**config.mk**
```make
export PLATFORM = sky130hd
export DESIGN_NAME = seg_scan_driver
export DESIGN_NICKNAME = d
export VERILOG_FILES = /design/src/rtl/seg_scan_driver_pkg.sv /design/src/rtl/seg_scan_driver_bcd_to_seg.sv /design/src/rtl/seg_scan_driver.sv
export SDC_FILE = /design/constraint.sdc
export NUM_CORES = 1
export LEC_CHECK = 0
export BUFFER_PORTS_ARGS = -buffer_cell sky130_fd_sc_hd__buf_2
export CORE_ASPECT_RATIO = 1.2
export CORE_MARGIN = 4
export CORE_UTILIZATION = 64
export CTS_BUF_LIST = sky130_fd_sc_hd__clkbuf_4 sky130_fd_sc_hd__clkbuf_8
export CTS_CLUSTER_DIAMETER = 120
export DETAILED_ROUTE_END_ITERATION = 7
export PLACE_DENSITY = 0.93
export SETUP_SLACK_MARGIN = 0.5
export SLEW_MARGIN = 20
export SYNTH_ARGS = -nofsm -noshare
export SYNTH_HDL_FRONTEND = slang
export SYNTH_SLANG_ARGS = --single-unit
```
**constraint.sdc**
```tcl
create_clock -name Clk -period 6.6 [get_ports Clk]
set_clock_uncertainty 0.05 [all_clocks]
set_input_delay 0.66 -clock Clk [delete_from_list [all_inputs] [get_ports Clk]]
set_output_delay 0.66 -clock Clk [all_outputs]
set_load 0.05 [all_outputs]
```
**src/rtl/seg_scan_driver_pkg.sv**
```systemverilog
// Shared definitions for the multiplexed six-digit seven-segment scanner:
// FSM encoding, digit slot indices and the BCD-to-segment table.
package seg_scan_driver_pkg;

    typedef enum logic [1:0] {
        ST_IDLE  = 2'd0,
        ST_GUARD = 2'd1,
        ST_SHOW  = 2'd2
    } state_e;

    localparam int NUM_DIGITS = 6;

    localparam logic [2:0] IDX_SEC_L = 3'd0;
    localparam logic [2:0] IDX_SEC_H = 3'd1;
    localparam logic [2:0] IDX_MIN_L = 3'd2;
    localparam logic [2:0] IDX_MIN_H = 3'd3;
    localparam logic [2:0] IDX_HR_L  = 3'd4;
    localparam logic [2:0] IDX_HR_H  = 3'd5;

    // Segments g..a, active-high; entry 0 sits in the low bits, 10..15 show '-'.
    localparam logic [15:0][6:0] SEG_TABLE = {
        7'h40, 7'h40, 7'h40, 7'h40, 7'h40, 7'h40,
        7'h6F, 7'h7F, 7'h07, 7'h7D, 7'h6D,
        7'h66, 7'h4F, 7'h5B, 7'h06, 7'h3F
    };

endpackage

```
**src/rtl/seg_scan_driver_bcd_to_seg.sv**
```systemverilog
// Purely combinational BCD digit to logical a..g segment pattern.
module bcd_to_seg
    import seg_scan_driver_pkg::*;
(
    input  logic [3:0] bcd,
    output logic [6:0] seg
);

    assign seg = SEG_TABLE[bcd];

endmodule

```
**src/rtl/seg_scan_driver.sv**
```systemverilog
// Time-multiplexed driver for a six-digit hh.mm.ss display with a per-slot
// select guard, frame snapshot of the digits and registered, glitch-free outputs.
module seg_scan_driver
    import seg_scan_driver_pkg::*;
#(
    parameter int SCAN_DIV       = 50000,
    parameter int GUARD          = 100,
    parameter int SEG_ACTIVE_LOW = 1,
    parameter int SEL_ACTIVE_LOW = 1,
    parameter int BLANK_LEAD     = 1
) (
    input  logic       Clk,
    input  logic       rst_n,
    input  logic       en,
    input  logic [3:0] hr_h,
    input  logic [3:0] hr_l,
    input  logic [3:0] min_h,
    input  logic [3:0] min_l,
    input  logic [3:0] sec_h,
    input  logic [3:0] sec_l,
    output logic [7:0] seg,
    output logic [5:0] sel,
    output logic       frame_done
);

    localparam int               CNT_W    = $clog2(SCAN_DIV);
    localparam logic [CNT_W-1:0] CNT_LAST = CNT_W'(SCAN_DIV - 1);
    localparam logic [CNT_W-1:0] GUARD_C  = CNT_W'(GUARD);
    localparam logic [7:0]       SEG_OFF  = (SEG_ACTIVE_LOW != 0) ? 8'hFF : 8'h00;
    localparam logic [5:0]       SEL_OFF  = (SEL_ACTIVE_LOW != 0) ? 6'h3F : 6'h00;

    state_e                    state_q, state_d;
    logic [CNT_W-1:0]          cnt_q, cnt_d;
    logic [2:0]                idx_q, idx_d;
    logic [NUM_DIGITS-1:0][3:0] snap_q, snap_d;
    logic [7:0]                seg_q, seg_d;
    logic [5:0]                sel_q, sel_d;
    logic                      frame_done_q, frame_done_d;

    logic [NUM_DIGITS-1:0][3:0] digits_in;
    logic [NUM_DIGITS-1:0]      sel_onehot;
    logic [3:0]                 digit_cur;
    logic [6:0]                 seg_raw;
    logic                       blank;
    logic [7:0]                 seg_logic;
    logic [5:0]                 sel_logic;

    assign digits_in = {hr_h, hr_l, min_h, min_l, sec_h, sec_l};

    for (genvar gi = 0; gi < NUM_DIGITS; gi++) begin : g_sel
        assign sel_onehot[gi] = (idx_q == 3'(gi));
    end

    always_comb begin
        digit_cur = 4'd0;
        case (idx_q)
            IDX_SEC_L: digit_cur = snap_q[0];
            IDX_SEC_H: digit_cur = snap_q[1];
            IDX_MIN_L: digit_cur = snap_q[2];
            IDX_MIN_H: digit_cur = snap_q[3];
            IDX_HR_L:  digit_cur = snap_q[4];
            IDX_HR_H:  digit_cur = snap_q[5];
            default:   digit_cur = 4'd0;
        endcase
    end

    bcd_to_seg u_dec (
        .bcd (digit_cur),
        .seg (seg_raw)
    );

    // Next state: the snapshot is refreshed whenever slot 0 is entered.
    always_comb begin
        state_d = state_q;
        cnt_d   = cnt_q;
        idx_d   = idx_q;
        snap_d  = snap_q;
        if (!en) begin
            state_d = ST_IDLE;
            cnt_d   = '0;
            idx_d   = IDX_SEC_L;
        end else if (state_q == ST_IDLE) begin
            cnt_d   = '0;
            idx_d   = IDX_SEC_L;
            snap_d  = digits_in;
            state_d = (cnt_d < GUARD_C) ? ST_GUARD : ST_SHOW;
        end else begin
            if (cnt_q == CNT_LAST) begin
                cnt_d = '0;
                if (idx_q == IDX_HR_H) begin
                    idx_d  = IDX_SEC_L;
                    snap_d = digits_in;
                end else begin
                    idx_d = idx_q + 3'd1;
                end
            end else begin
                cnt_d = cnt_q + 1'b1;
            end
            state_d = (cnt_d < GUARD_C) ? ST_GUARD : ST_SHOW;
        end
    end

    // Output image of the current state; inverted only on its way into the register.
    always_comb begin
        seg_logic = 8'h00;
        sel_logic = 6'h00;
        blank     = (BLANK_LEAD != 0) && (idx_q == IDX_HR_H) && (digit_cur == 4'd0);
        if (state_q != ST_IDLE) begin
            seg_logic[6:0] = blank ? 7'h00 : seg_raw;
            seg_logic[7]   = (idx_q == IDX_MIN_L) || (idx_q == IDX_HR_L);
            if (state_q == ST_SHOW) begin
                sel_logic = sel_onehot;
            end
        end
        seg_d        = (SEG_ACTIVE_LOW != 0) ? ~seg_logic : seg_logic;
        sel_d        = (SEL_ACTIVE_LOW != 0) ? ~sel_logic : sel_logic;
        frame_done_d = (state_q != ST_IDLE) && (idx_q == IDX_HR_H) && (cnt_q == CNT_LAST);
    end

    always_ff @(posedge Clk or negedge rst_n) begin
        if (!rst_n) begin
            state_q      <= ST_IDLE;
            cnt_q        <= '0;
            idx_q        <= IDX_SEC_L;
            snap_q       <= '0;
            seg_q        <= SEG_OFF;
            sel_q        <= SEL_OFF;
            frame_done_q <= 1'b0;
        end else begin
            state_q      <= state_d;
            cnt_q        <= cnt_d;
            idx_q        <= idx_d;
            snap_q       <= snap_d;
            seg_q        <= seg_d;
            sel_q        <= sel_d;
            frame_done_q <= frame_done_d;
        end
    end

    assign seg        = seg_q;
    assign sel        = sel_q;
    assign frame_done = frame_done_q;

endmodule

```
==> summary.md <==
| Metric | Value |
|---|---|
| Overall routing resource usage | `0.2352` |
| GR peak layer | `met2` |
| CP required | `6770 ps` |
| Fmax | `325.7 MHz` |
| Core footprint | `4628 µm²` |
| DP HPWL | `4451 µm` |
| Worst R2R Start | `idx_q[0]` |
| Pre-Repair DR Iteration Count | `5` |
| Final period util | `0.4652` |
| Iter 0 DRT Violations | `190` |
| Final wirelength | `roughly 6400 µm` |
| Leading post-synthesis cells by cell area | `dfrtp_1 37%, dfstp_2 12%, mux2_4 9.7%` |
| H-tree depth | `3` |
| Asr flop ratio synth | `1.000` |
| CP startpoint | `idx_q[0]` |
| Per-cell routed wire length | `17.28 µm` |
| Via-per-instance ratio | `around 6` |
| Crit end category | `flip-flop` |
| # IOs | `42` |
| Top delay family on crit path | `simple AND/OR/NAND/NOR gates` |
| VDD IR max | `0.0001732 V` |
| Post-cts gate resize count | `0` |
| Routed vias | `about 2,200` |
| Cts bufs inserted | `9` |
| Largest stage delay, worst path | `730 ps` |
| Post-cts hold buffer count | `0` |
| Largest area contributor in the netlist | `dfrtp_1` |
| Fin. max-slew vios | `0` |
| FP Rows | `27` |
| Period minus WS final | `about 3100 ps` |
| Power per cell area | `270.7 nW/µm²` |
| Min-Delay Path Class | `in2async` |
| Die Ht | `approximately 84 µm` |
| Die Area | `just over 6000 µm²` |
| Number of fillers in the final layout | `315` |
| Largest net degree at the start of global routing | `61` |
| Post-Syn Nets | `306` |
| GR Util met1 | `0.2942` |
| Root Buffer Master | `clkbuf_8` |
| Initial antenna violation count | `0` |
| Status | `finished, final reports clean` |
| Fraction of layout cells with a size suffix above 1 | `0.3387` |
| CP bufs+invs | `0` |
| Initial Utilization | `0.6710` |
| Worst path slowest cell | `nor4b_1` |
| Vias in the first global route | `2,246` |
| Post-Synthesis Cell Area | `3105 µm²` |
| Register area share after synthesis | `0.4891` |
| Post-CTS setup buffers | `0` |
| Synth top area share | `0.3707` |
| Syn. warnings | `0` |
| RSZ-0062 raised after global routing | `no` |
| Critical path, cell by cell | `and2_1 -> ha_1 -> a222oi_1 -> nor2b_1 -> nor4b_1 -> o21ai_0` |
| Worst Max-Slew Pin Slew | `around 800 ps` |
| Slew HR | `0.4602` |
| Ant. Diodes | `0` |
| Hold WS | `between 400 and 500 ps` |
| GR Util met3 | `0.06946` |
| Routability cong. | `~0.85` |
| FF+latch count, synth | `60` |
| TritonCTS Sinks | `60` |
| GRT Residual Overflow | `0` |
| Worst-skew pair later-pin latency | `340 ps` |
| Syn avg cell area | `11.42 µm²` |
| Clk buf depth | `2` |
| Area Overhead vs Synth | `12.65%` |
| M2 GR Usage | `0.3829` |
| Syn Inst Count | `272` |
| Die width | `71.59 µm` |
| Worst Path Arrival | `3250 ps` |
| Crit Path Class | `reg2reg` |
| EDFF count, synth | `0` |
| Ys flop type | `dfrtp_1` |
| Nets | `342` |
| Critical path fanouts, max | `14` |
| Worst Setup Start Kind | `flip-flop` |
| PortBufs | `41` |
| Drt drc | `0` |
| Worst-path clk slew | `70 ps` |
| CTS tree | `yes` |
| Post-synth cell types | `53` |
| Endpoints failing setup | `0` |
| Final hold vios | `0` |
| Setup TNS | `0 ps` |
| Global-route wire length before repair | `around 11,000 µm` |
| Leak | `1.553 nW` |
| Max-Cap Viols | `0` |
| Number of routed nets with antenna violations | `0` |
## synthesized netlist by cell type, drive strengths merged, types with 2 or more instances
cell type and n:
and2 2, dfstp 14, nand4 6, o21ai 9
nor4b 2, o22ai 5, xor2 5, nand2 16
nand3b 3, inv 8, mux2 25, and3 4
or3 2, dfrtp 46, nor2 29, nor2b 4
buf 9, o31ai 2, or4 2, nor4 4
a2bb2oi 2, nor3 2, or2 3, a222oi 3
xnor2 14, nand3 11, a21oi 2, ha 7
clkbuf 8, mux2i 8
## kinds of logic after synthesis
family                   synth area share
buffers and inverters             0.04432
AND/OR/NAND/NOR                    0.1684
flip-flops                         0.4891
AO/OA/AOI/OAI                     0.06850
adder cells (fa/ha/maj)           0.02820
XOR/XNOR                          0.05359
multiplexers                       0.1479
## report_power, final
group / total, W / internal (W) / switching (W) / leakage, nW
clock network: 0.000356 / 0.000211 / 0.000145 / 0.109
logic: 0.000157 / 0.0000688 / 0.0000882 / 0.711
registers: 0.000434 / 0.000411 / 0.0000232 / 0.733
## placed cells by master, fill, tap and decap left out, drive strengths merged, types with 3 or more instances in the layout
cell type and count:
clkinv 4, o21ai 9, or2 3, o22ai 5, dfstp 14, nand3b 3, nor4 4, nand2 16
nor2b 4, buf 42, a222oi 3, xnor2 14, ha 7, mux2 25, nand4 6, and3 4
nor2 29, clkbuf 9, inv 8, xor2 5, dfrtp 46, mux2i 8, nand3 11
## metrics by stage
stage                power, W  cell area [µm²]  worst slack, ps  cells    util
floorplan           0.0005532             3105             4186    272       -
global placement    0.0005895             3283             3827    355  0.7094
detailed placement  0.0005971             3283             3562    355  0.7094
CTS                 0.0009541             3498             3544    371  0.7559
global route        0.0009888             3498             3352    371  0.7559
finish              0.0009470             3498             3530    371  0.7559
## sequential cells by signal (all words and copies together), names as in the netlist
register / count
sel: 6
state_q: 2
idx_q: 3
snap_q: 24
cnt_q: 16
seg: 8
frame_done: 1
## final cells by class
class,instances,area [µm²],share of cell area
multi-input cells,187,1449,0.4142
well taps,58,72.57,0.02074
repair buffers,42,212.7,0.06080
flip-flops and latches,60,1519,0.4342
clock inverters,7,91.34,0.02611
clock buffers,9,123.9,0.03541
inverters,8,30.03,0.008584
## routing by layer
| layer | share of wire | routed length [µm] |
|---|---|---|
| met5 | 0 | 0 |
| met3 | 0.058 | 369 |
| met4 | 0.015 | 93 |
| met1 | 0.41 | 2626 |
| met2 | 0.52 | 3322 |
## path summary, 6_finish.rpt
path / endpoint / slack, ps / cells past startpoint
max reg2reg: seg[2] / 3530 / 6
max in group asynchronous: cnt_q[1] / 5620 / 2
min reg2reg: seg[6] / 450 / 1
min in group Clk: seg[6] / 450 / 1
min: snap_q[20] / 410 / 2
max: seg[2] / 3530 / 6
(Power assumes the default switching activity.)
